$ cat src/rtl/pipelined_decoder_pkg.sv
// ============================================================================
// pipelined_decoder_pkg : opcode/funct encodings and control-bundle type
// Revision: 1.0
// ============================================================================
`default_nettype none

package pipelined_decoder_pkg;

  localparam logic [5:0] OP_RTYPE = 6'b000000;
  localparam logic [5:0] OP_ADDI  = 6'b001000;
  localparam logic [5:0] OP_ADDIU = 6'b001001;
  localparam logic [5:0] OP_LW    = 6'b100011;
  localparam logic [5:0] OP_SW    = 6'b101011;
  localparam logic [5:0] OP_BEQ   = 6'b000100;
  localparam logic [5:0] OP_J     = 6'b000010;
  localparam logic [5:0] OP_JAL   = 6'b000011;

  localparam logic [5:0] FN_ADD  = 6'b100000;
  localparam logic [5:0] FN_ADDU = 6'b100001;
  localparam logic [5:0] FN_SUB  = 6'b100010;
  localparam logic [5:0] FN_AND  = 6'b100100;
  localparam logic [5:0] FN_OR   = 6'b100101;
  localparam logic [5:0] FN_SLT  = 6'b101010;
  localparam logic [5:0] FN_JR   = 6'b001000;

  localparam logic [2:0] ALU_OP_ADD = 3'd0;
  localparam logic [2:0] ALU_OP_SUB = 3'd1;
  localparam logic [2:0] ALU_OP_AND = 3'd2;
  localparam logic [2:0] ALU_OP_OR  = 3'd3;
  localparam logic [2:0] ALU_OP_SLT = 3'd4;

  typedef struct packed {
    logic [2:0] alu_op;
    logic       alu_src;
    logic       reg_wr;
    logic       mem_rd;
    logic       mem_wr;
    logic       branch;
    logic       jump;
    logic       jump_reg;
    logic       link;
    logic       illegal;
  } ctrl_t;

endpackage

`default_nettype wire

$ cat src/rtl/pipelined_decoder_decode_logic.sv
// ============================================================================
// decode_logic : combinational instruction -> control bundle table
// Revision: 1.0
// ============================================================================
`default_nettype none

module decode_logic
  import pipelined_decoder_pkg::*;
#(
  parameter int REG_AW   = 5,
  parameter int LINK_REG = 31
) (
  input  logic [31:0]       instr,
  output logic [REG_AW-1:0] rs_addr,
  output logic [REG_AW-1:0] rt_addr,
  output logic [REG_AW-1:0] wr_addr,
  output logic [25:0]       imm26,
  output ctrl_t             ctrl,
  output logic              uses_rt
);

  localparam logic [REG_AW-1:0] c_link = REG_AW'(LINK_REG);

  logic [REG_AW-1:0] w_rd;
  logic [REG_AW-1:0] w_wr;

  assign rs_addr = REG_AW'(instr[25:21]);
  assign rt_addr = REG_AW'(instr[20:16]);
  assign w_rd    = REG_AW'(instr[15:11]);
  assign imm26   = instr[25:0];
  assign wr_addr = w_wr;

  always_comb begin
    ctrl    = '0;
    w_wr    = '0;
    uses_rt = 1'b0;
    case (instr[31:26])
      OP_RTYPE: begin
        uses_rt = 1'b1;
        case (instr[5:0])
          FN_ADD, FN_ADDU: begin ctrl.alu_op = ALU_OP_ADD; ctrl.reg_wr = 1'b1; w_wr = w_rd; end
          FN_SUB:          begin ctrl.alu_op = ALU_OP_SUB; ctrl.reg_wr = 1'b1; w_wr = w_rd; end
          FN_AND:          begin ctrl.alu_op = ALU_OP_AND; ctrl.reg_wr = 1'b1; w_wr = w_rd; end
          FN_OR:           begin ctrl.alu_op = ALU_OP_OR;  ctrl.reg_wr = 1'b1; w_wr = w_rd; end
          FN_SLT:          begin ctrl.alu_op = ALU_OP_SLT; ctrl.reg_wr = 1'b1; w_wr = w_rd; end
          FN_JR:           ctrl.jump_reg = 1'b1;
          default:         ctrl.illegal  = 1'b1;
        endcase
      end
      OP_ADDI, OP_ADDIU: begin
        ctrl.alu_src = 1'b1;
        ctrl.reg_wr  = 1'b1;
        w_wr         = rt_addr;
      end
      OP_LW: begin
        ctrl.alu_src = 1'b1;
        ctrl.mem_rd  = 1'b1;
        ctrl.reg_wr  = 1'b1;
        w_wr         = rt_addr;
      end
      OP_SW: begin
        uses_rt      = 1'b1;
        ctrl.alu_src = 1'b1;
        ctrl.mem_wr  = 1'b1;
      end
      OP_BEQ: begin
        uses_rt      = 1'b1;
        ctrl.branch  = 1'b1;
        ctrl.alu_op  = ALU_OP_SUB;
      end
      OP_J: ctrl.jump = 1'b1;
      OP_JAL: begin
        ctrl.jump   = 1'b1;
        ctrl.link   = 1'b1;
        ctrl.reg_wr = 1'b1;
        w_wr        = c_link;
      end
      default: ctrl.illegal = 1'b1;
    endcase
    // $0 is hardwired, so a write to it is never a real write
    if (w_wr == '0) ctrl.reg_wr = 1'b0;
  end

endmodule

`default_nettype wire

$ cat src/rtl/pipelined_decoder.sv
// ============================================================================
// pipelined_decoder : registered decode stage with load-use bubble and flush
// Revision: 1.0
// ============================================================================
`default_nettype none

module pipelined_decoder
  import pipelined_decoder_pkg::*;
#(
  parameter int REG_AW      = 5,
  parameter int LINK_REG    = 31,
  parameter int HAZARD_EN   = 1,
  parameter int STALL_CNT_W = 16
) (
  input  logic                   clk,
  input  logic                   rst_n,
  input  logic                   in_valid,
  output logic                   in_ready,
  input  logic [31:0]            instr,
  input  logic                   flush,
  output logic                   out_valid,
  input  logic                   out_ready,
  output logic [REG_AW-1:0]      rs_addr,
  output logic [REG_AW-1:0]      rt_addr,
  output logic [REG_AW-1:0]      wr_addr,
  output logic [15:0]            imm16,
  output logic [25:0]            imm26,
  output logic [2:0]             alu_op,
  output logic                   alu_src,
  output logic                   reg_wr,
  output logic                   mem_rd,
  output logic                   mem_wr,
  output logic                   branch,
  output logic                   jump,
  output logic                   jump_reg,
  output logic                   link,
  output logic                   illegal,
  output logic [STALL_CNT_W-1:0] stall_cnt
);

  logic [REG_AW-1:0]      w_rs, w_rt, w_wr;
  logic [25:0]            w_imm26;
  ctrl_t                  w_ctrl;
  logic                   w_uses_rt;
  logic                   w_adv, w_hazard, w_accept;

  logic                   r_out_valid;
  ctrl_t                  r_ctrl;
  logic [REG_AW-1:0]      r_rs, r_rt, r_wr;
  logic [25:0]            r_imm26;
  logic [STALL_CNT_W-1:0] r_stall_cnt;

  decode_logic #(
    .REG_AW   (REG_AW),
    .LINK_REG (LINK_REG)
  ) u_decode (
    .instr    (instr),
    .rs_addr  (w_rs),
    .rt_addr  (w_rt),
    .wr_addr  (w_wr),
    .imm26    (w_imm26),
    .ctrl     (w_ctrl),
    .uses_rt  (w_uses_rt)
  );

  assign w_adv    = !r_out_valid || out_ready;
  // Load result not available until after execute: the consumer must wait a cycle
  assign w_hazard = (HAZARD_EN != 0) && r_out_valid && r_ctrl.mem_rd && (r_wr != '0) && in_valid &&
                    ((r_wr == w_rs) || (w_uses_rt && (r_wr == w_rt)));
  assign w_accept = in_valid && in_ready;
  assign in_ready = w_adv && !w_hazard && !flush;

  always_ff @(posedge clk or negedge rst_n) begin
    if (!rst_n) begin
      r_out_valid <= 1'b0;
      r_ctrl      <= '0;
      r_rs        <= '0;
      r_rt        <= '0;
      r_wr        <= '0;
      r_imm26     <= '0;
      r_stall_cnt <= '0;
    end else if (flush) begin
      r_out_valid <= 1'b0;
      r_ctrl      <= '0;
      r_rs        <= '0;
      r_rt        <= '0;
      r_wr        <= '0;
      r_imm26     <= '0;
    end else if (w_adv) begin
      if (w_accept) begin
        r_out_valid <= 1'b1;
        r_ctrl      <= w_ctrl;
        r_rs        <= w_rs;
        r_rt        <= w_rt;
        r_wr        <= w_wr;
        r_imm26     <= w_imm26;
      end else begin
        r_out_valid <= 1'b0;
        r_ctrl      <= '0;
        r_rs        <= '0;
        r_rt        <= '0;
        r_wr        <= '0;
        r_imm26     <= '0;
      end
      if (w_hazard && (r_stall_cnt != '1))
        r_stall_cnt <= r_stall_cnt + STALL_CNT_W'(1);
    end
  end

  assign out_valid = r_out_valid;
  assign rs_addr   = r_rs;
  assign rt_addr   = r_rt;
  assign wr_addr   = r_wr;
  assign imm26     = r_imm26;
  assign imm16     = r_imm26[15:0];
  assign alu_op    = r_ctrl.alu_op;
  assign alu_src   = r_ctrl.alu_src;
  assign reg_wr    = r_ctrl.reg_wr;
  assign mem_rd    = r_ctrl.mem_rd;
  assign mem_wr    = r_ctrl.mem_wr;
  assign branch    = r_ctrl.branch;
  assign jump      = r_ctrl.jump;
  assign jump_reg  = r_ctrl.jump_reg;
  assign link      = r_ctrl.link;
  assign illegal   = r_ctrl.illegal;
  assign stall_cnt = r_stall_cnt;

endmodule

`default_nettype wire

$ cat config.mk
export PLATFORM = sky130hd
export DESIGN_NAME = pipelined_decoder
export DESIGN_NICKNAME = d
export VERILOG_FILES = /design/src/rtl/pipelined_decoder_pkg.sv /design/src/rtl/pipelined_decoder_decode_logic.sv /design/src/rtl/pipelined_decoder.sv
export SDC_FILE = /design/constraint.sdc
export NUM_CORES = 1
export LEC_CHECK = 0
export CAP_MARGIN = 20
export CORE_MARGIN = 1.5
export CORE_UTILIZATION = 39
export CTS_CLUSTER_SIZE = 28
export DETAILED_ROUTE_END_ITERATION = 8
export GPL_ROUTABILITY_DRIVEN = 0
export PLACE_DENSITY = 0.76
export SLEW_MARGIN = 40
export SYNTH_ARGS = -nofsm -noshare
export SYNTH_HDL_FRONTEND = slang
export SYNTH_SLANG_ARGS = --single-unit
export TNS_END_PERCENT = 1
$ cat constraint.sdc
create_clock -name clk -period 1.7 [get_ports clk]
set_input_delay 0.255 -clock clk [delete_from_list [all_inputs] [get_ports clk]]
set_output_delay 0.255 -clock clk [all_outputs]
set_load 0.01 [all_outputs]
Yosys cells after proc, flatten, opt, wreduce, memory -nomap -nowiden
Cells that the tools add are included.

word-level totals
  register bits = 70
  bits of input ports = 37
  output and inout port bits = 87
  logic and storage cells = 98

operators by class
  $add $sub $neg = 1
  eq/ne operators = 17
  muxes and demuxes = 36
  bitwise operators = 1
  reductions and logical operators = 27

operator list
  kind                                                                    number
  26-bit two-way mux                                                      3
  5-bit two-way mux                                                       10
  6-bit equality test (second input constant)                             8
  12-bit two-way mux                                                      3
  6-bit by 4-bit equality test with 1-bit output (second input constant)  3
  16-bit by 1-bit adder with 16-bit output (second input constant)        1
  16-bit inequality test (second input constant)                          1
  1-bit two-way mux                                                       15
  5-bit case mux with 3 select lines                                      1
  7-bit OR reduction                                                      2
  6-bit by 2-bit equality test with 1-bit output (second input constant)  2
  3-bit case mux with 4 select lines                                      1
  5-bit equality test                                                     2
  1-bit logical AND                                                       9
  4-bit OR reduction                                                      2
  6-bit by 3-bit equality test with 1-bit output (second input constant)  1
  6-bit zero test                                                         1
  3-bit case mux with 2 select lines                                      1
  3-bit OR reduction                                                      2
  6-bit OR reduction                                                      1
  5-bit zero test                                                         1
  5-bit nonzero test                                                      1
  1-bit case mux with 2 select lines                                      2
  1-bit zero test                                                         3
  5 further kinds                                                         6

Logic depth before layout (Yosys ltp)
  depth after elaboration = 13
  gate-level depth with buffers = 8
  depth with buffers taken out = 7

Modules after synthesis
From an unflattened synthesis, not the netlist that was laid out.

unflattened totals
  cell total of the unflattened synthesis = 329
  area total of the unflattened synthesis = 3731.1 sq um

by module, submodules not included
  module             times used  cells an instance  area an instance (sq um)  seq. area each (sq um)
  pipelined_decoder  1           236                3060.4                    1751.7
  decode_logic       1           93                 670.6                     0.0

Worst setup path after synthesis
No wires, ideal clock.

  path kind = input to register
  start = input instr[27]
  end = register r_stall_cnt[13], in the netlist stall_cnt[13]
  setup time = 0.126 ns
  arrival time = 1.743 ns
  data required time = 1.574 ns
  path slack = -0.169 ns
  stages on the path = 7
  buffers on the path = 1
  path through = or4_4 o31ai_2 nor4b_2 o2111a_2 buf_8 nand4_4 xnor2_2

on the way
  cells in the longest elaborated chain, start to end = 8
  elaborated cells on any way between the ends = 10
  classes of those cells = eq/ne: 2; mux: 1; reduce/logical: 7

ends and longest elaborated chain
  what                                               line                                  text
  start, declared                                    pipelined_decoder.sv:19               input logic [31:0] instr,
  6-bit equality test, or another cell as far along  pipelined_decoder_decode_logic.sv:37  case (instr[31:26])
  3-bit OR reduction (no line) (*)                   --
  1-bit two-way mux (*)                              pipelined_decoder_decode_logic.sv:37
  1-bit logical AND (*)                              pipelined_decoder.sv:69               ((r_wr == w_rs) || (w_uses_rt && (r_wr == w_rt)));
  1-bit logical OR (*)                               pipelined_decoder.sv:69
  1-bit logical AND (*)                              pipelined_decoder.sv:68               assign w_hazard = (HAZARD_EN != 0) && r_out_valid && r_ctrl.mem_rd && (r_wr != '0) && in_valid &&
  1-bit logical AND (*)                              pipelined_decoder.sv:105              if (w_hazard && (r_stall_cnt != '1))
  3-bit AND reduction (no line) (*)                  --
  end signal, assigned                               pipelined_decoder.sv:106              r_stall_cnt <= r_stall_cnt + STALL_CNT_W'(1);
  end, declared                                      pipelined_decoder.sv:51               logic [STALL_CNT_W-1:0] r_stall_cnt;

Mark *: on every way between the ends. The rest lies on a longest branch, timed or not.
A chain may end at the register's enable or synchronous reset.

Worst setup path after layout
  start = register r_wr[0], in the netlist wr_addr[0]
  end = register r_stall_cnt[13], in the netlist stall_cnt[13]

on the way
  cells in the longest elaborated chain, start to end = 6
  elaborated cells on any way between the ends = 10
  classes of those cells = eq/ne: 2; reduce/logical: 8

ends and longest elaborated chain
  what                                                       line                                              text
  start, declared                                            pipelined_decoder.sv:49                           logic [REG_AW-1:0] r_rs, r_rt, r_wr;
  start signal, assigned                                     pipelined_decoder.sv:95                           r_wr <= w_wr;
  5-bit equality test or 5-bit nonzero test (tied branches)  pipelined_decoder.sv:69, pipelined_decoder.sv:68
  1-bit logical AND (on tied branches)                       pipelined_decoder.sv:69, pipelined_decoder.sv:68
  1-bit logical OR or 1-bit logical AND (tied branches)      pipelined_decoder.sv:69, pipelined_decoder.sv:68
  1-bit logical AND (*)                                      pipelined_decoder.sv:68
  1-bit logical AND (*)                                      pipelined_decoder.sv:105
  3-bit AND reduction (no line) (*)                          --

Marked as above.

==> results.cfg <==
[critical_path]
startpoint_type = register
worstSetupEndpointType = register
crit_family = buffers and inverters
cp_data_arrival_time_ns = 2.32
startpoint = wr_addr[0]
crit_top_cell = xnor2_2
r2r_setup_slack_ns = -0.40
rr_startpoint = wr_addr[0]
slowest_stage = dfrtp_1
critical-path-max-stage-delay_ns = 0.41
critPathMaxFanout = 6
cp.required_ns = 1.92
path_class = register to register
crit_chain = buf_6, xnor2_2, nand4_1, buf_4, nor4b_4, o2111a_2, buf_12, buf_16, nand4_4, xnor2_2
path_buf_inv = 4

[grt]
grt_max_degree = 61
grt_pass1_vias = 2880
track_usage = 0.2296
grt-ovfl-total = 0
grt_pass1_wl_um = 14850
antenna_found_initial = 0

[floorplan]
dieArea_um2 = 8172
start_util = 0.4064
row_count = 31
core-area_um2 = 7331
die_width_um = 90.40
die_h_um = 90.40
io_pins = 124

[synthesis]
synth_edf_count = 0
async_flop_share = 1.000
synth_cell_types = 46
seq_area_frac_synth = 0.5040
syn_nets = 300
syn_area_um2 = 2979
yosys-top-cells-area = dfrtp_1, a22o_1, buf_4, xnor2_1, nand2_1
synth_top_area_share = 0.5040
syn_inst = 262
synth_top_flop_cell = dfrtp_1
yosys_register_bits = 60
synth_top_area_cell = dfrtp_1
ys_warn_count = 0
avgSynthCellArea_um2 = 11.37

[cells_and_area]
largest_reg_flops = 17
fillers = 527
stdcell_area_um2 = 5131
mostFrequentLayoutCell = clkdlybuf4s50_1
area_delta_synth_final_pct = 72.24
drive_above_1_share = 0.3072
diodes = 0
layout_common_cells = clkdlybuf4s50_1, buf_4, dfrtp_1
nets = 479
finish.utilization = 0.6999

[outcome]
violations = negative setup slack
run_status = complete, but fails checks

[timing]
rsz0062_at_grt = true
setup_viol = 61
fin_crit_ns = 2.098
max_slew_margin = 0.6630
tightestPinTransition_ns = 0.4985
finalHoldViolCount = 0
fmax_ghz = 0.4766
slew_violations = 0
final.period_utilization = 1.234
setup_ws_ns = -0.3982
fin_skew_ns = 0.008124
finalSetupTns_ns = -15.45

[drt]
finalWirelength_um = 9120
firstDrtPassIters = 4
drtAntennaViolNets = 0
drt_iter0_drc = 131
drc = 0
vias = 2799
avgRoutedWirePerCell_um = 16.73
viasPerCell = 5.136

[cts]
clk_latency_ns = 0.34
cts.sinks = 60
clk_pin_slew_worst_paths_ns = 0.07
cts_tree = built
clk_path_buf_depth = 2
htreeDepth = 3
cts-root-buf = clkbuf_8
cts-buffers-inserted = 9

[pwr]
p_total_w = 0.003630
p_per_area_nw_per_um2 = 707.5
max-vdd-ir-drop_mv = 0.4621
total_leakage_power_nw = 2.363

[worst_hold_path]
min-delay-start = instr[29]
hold_path.class = input pin to register

[placement]
place_ws_ns = -0.8230
hpwl_um = 6186
post_dp_cell_area_um2 = 4612
numPortBuffers = 123

[run]
cap_violations = 0
## worst register-to-register path, stage by stage, from the launching register on
cell and delay [ns]:
dfrtp_1 0.41, buf_6 0.13, xnor2_2 0.11, nand4_1 0.17
buf_4 0.19, nor4b_4 0.19, o2111a_2 0.30, buf_12 0.13
buf_16 0.12, nand4_4 0.10, xnor2_2 0.14
## where the power goes
| group | switching [W] | total, W | leakage (nW) | internal, W |
|---|---|---|---|---|
| logic | 0.000217 | 0.000513 | 1.42 | 0.000296 |
| clock network | 0.000614 | 0.00163 | 0.122 | 0.00101 |
| registers | 0.0000286 | 0.00149 | 0.817 | 0.00146 |
## synthesized netlist by cell type, types with 2 or more instances
cell type / number
a22o_1: 36
buf_2: 2
o41ai_1: 2
nand2b_1: 2
clkbuf_1: 4
nand3_1: 7
a21oi_1: 4
nand3_2: 2
nor3_1: 3
and4_1: 2
xnor2_1: 19
nor3b_1: 2
a22oi_1: 7
nand2_1: 19
or4_1: 3
xnor2_2: 2
nor4_1: 2
buf_6: 3
and2_1: 2
and3_1: 5
dfrtp_1: 60
nand4_1: 8
xor2_1: 4
buf_4: 26
inv_1: 4
o21ai_0: 6
nor2_1: 7
## cell type report
class	count	area [µm²]	share of cell area
multi-input combinational	161	1328	0.2587
clock buffer	10	137.6	0.02682
sequential	60	1506	0.2936
timing repair buffer	205	1909	0.3721
inverter	4	15.01	0.002926
clock inverter	6	111.4	0.02170
tap	99	123.9	0.02414
## layer usage
metal,track usage,share of wire,vias to the layer above
li1,-,-,1292
met3,0.05556,0.057,13
met2,0.3788,0.50,121
met1,0.2969,0.42,1373
met4,0.07275,0.016,0
met5,0,0,-
## final timing paths
| path | endpoint | cells after the start |
|---|---|---|
| max | stall_cnt[13] | 10 |
| max in group asynchronous | wr_addr[1] | 3 |
| max reg2reg | stall_cnt[13] | 10 |
| min | mem_rd | 3 |
| min in group asynchronous | stall_cnt[9] | 3 |
| min reg2reg | mem_wr | 2 |
## stage by stage
stage	hold WS (ns)	instances
detailed placement	0.2861	517
global route	0.3914	545
global placement	0.2847	517
finish	0.3851	545
CTS	0.3667	543
floorplan	-0.04059	262
## kinds of logic (layout without fill, tap and decap cells)
| family | Yosys count | count (layout) | share of synthesized area |
|---|---|---|---|
| muxes | 1 | 1 | 0.003780 |
| AOI/OAI and AO/OA | 60 | 60 | 0.1630 |
| buffers and inverters | 41 | 225 | 0.09659 |
| xor gates and xnor gates | 25 | 25 | 0.07854 |
| and+or+nand+nor | 74 | 74 | 0.1499 |
| adders and majority gates | 1 | 1 | 0.004199 |
| DFF | 60 | 60 | 0.5040 |
## what timing repair did
item / CTS / global route
gates cloned: 1 / 0
hold endpoints to repair: 60 / 0
hold buffers: 1 / 0
resized for setup: 40 / 9
endpoints found under the setup margin: 65 / 62
setup buffers: 8 / 2
pin swaps: 16 / 7
Note: power is estimated with default switching activity, not from simulation.
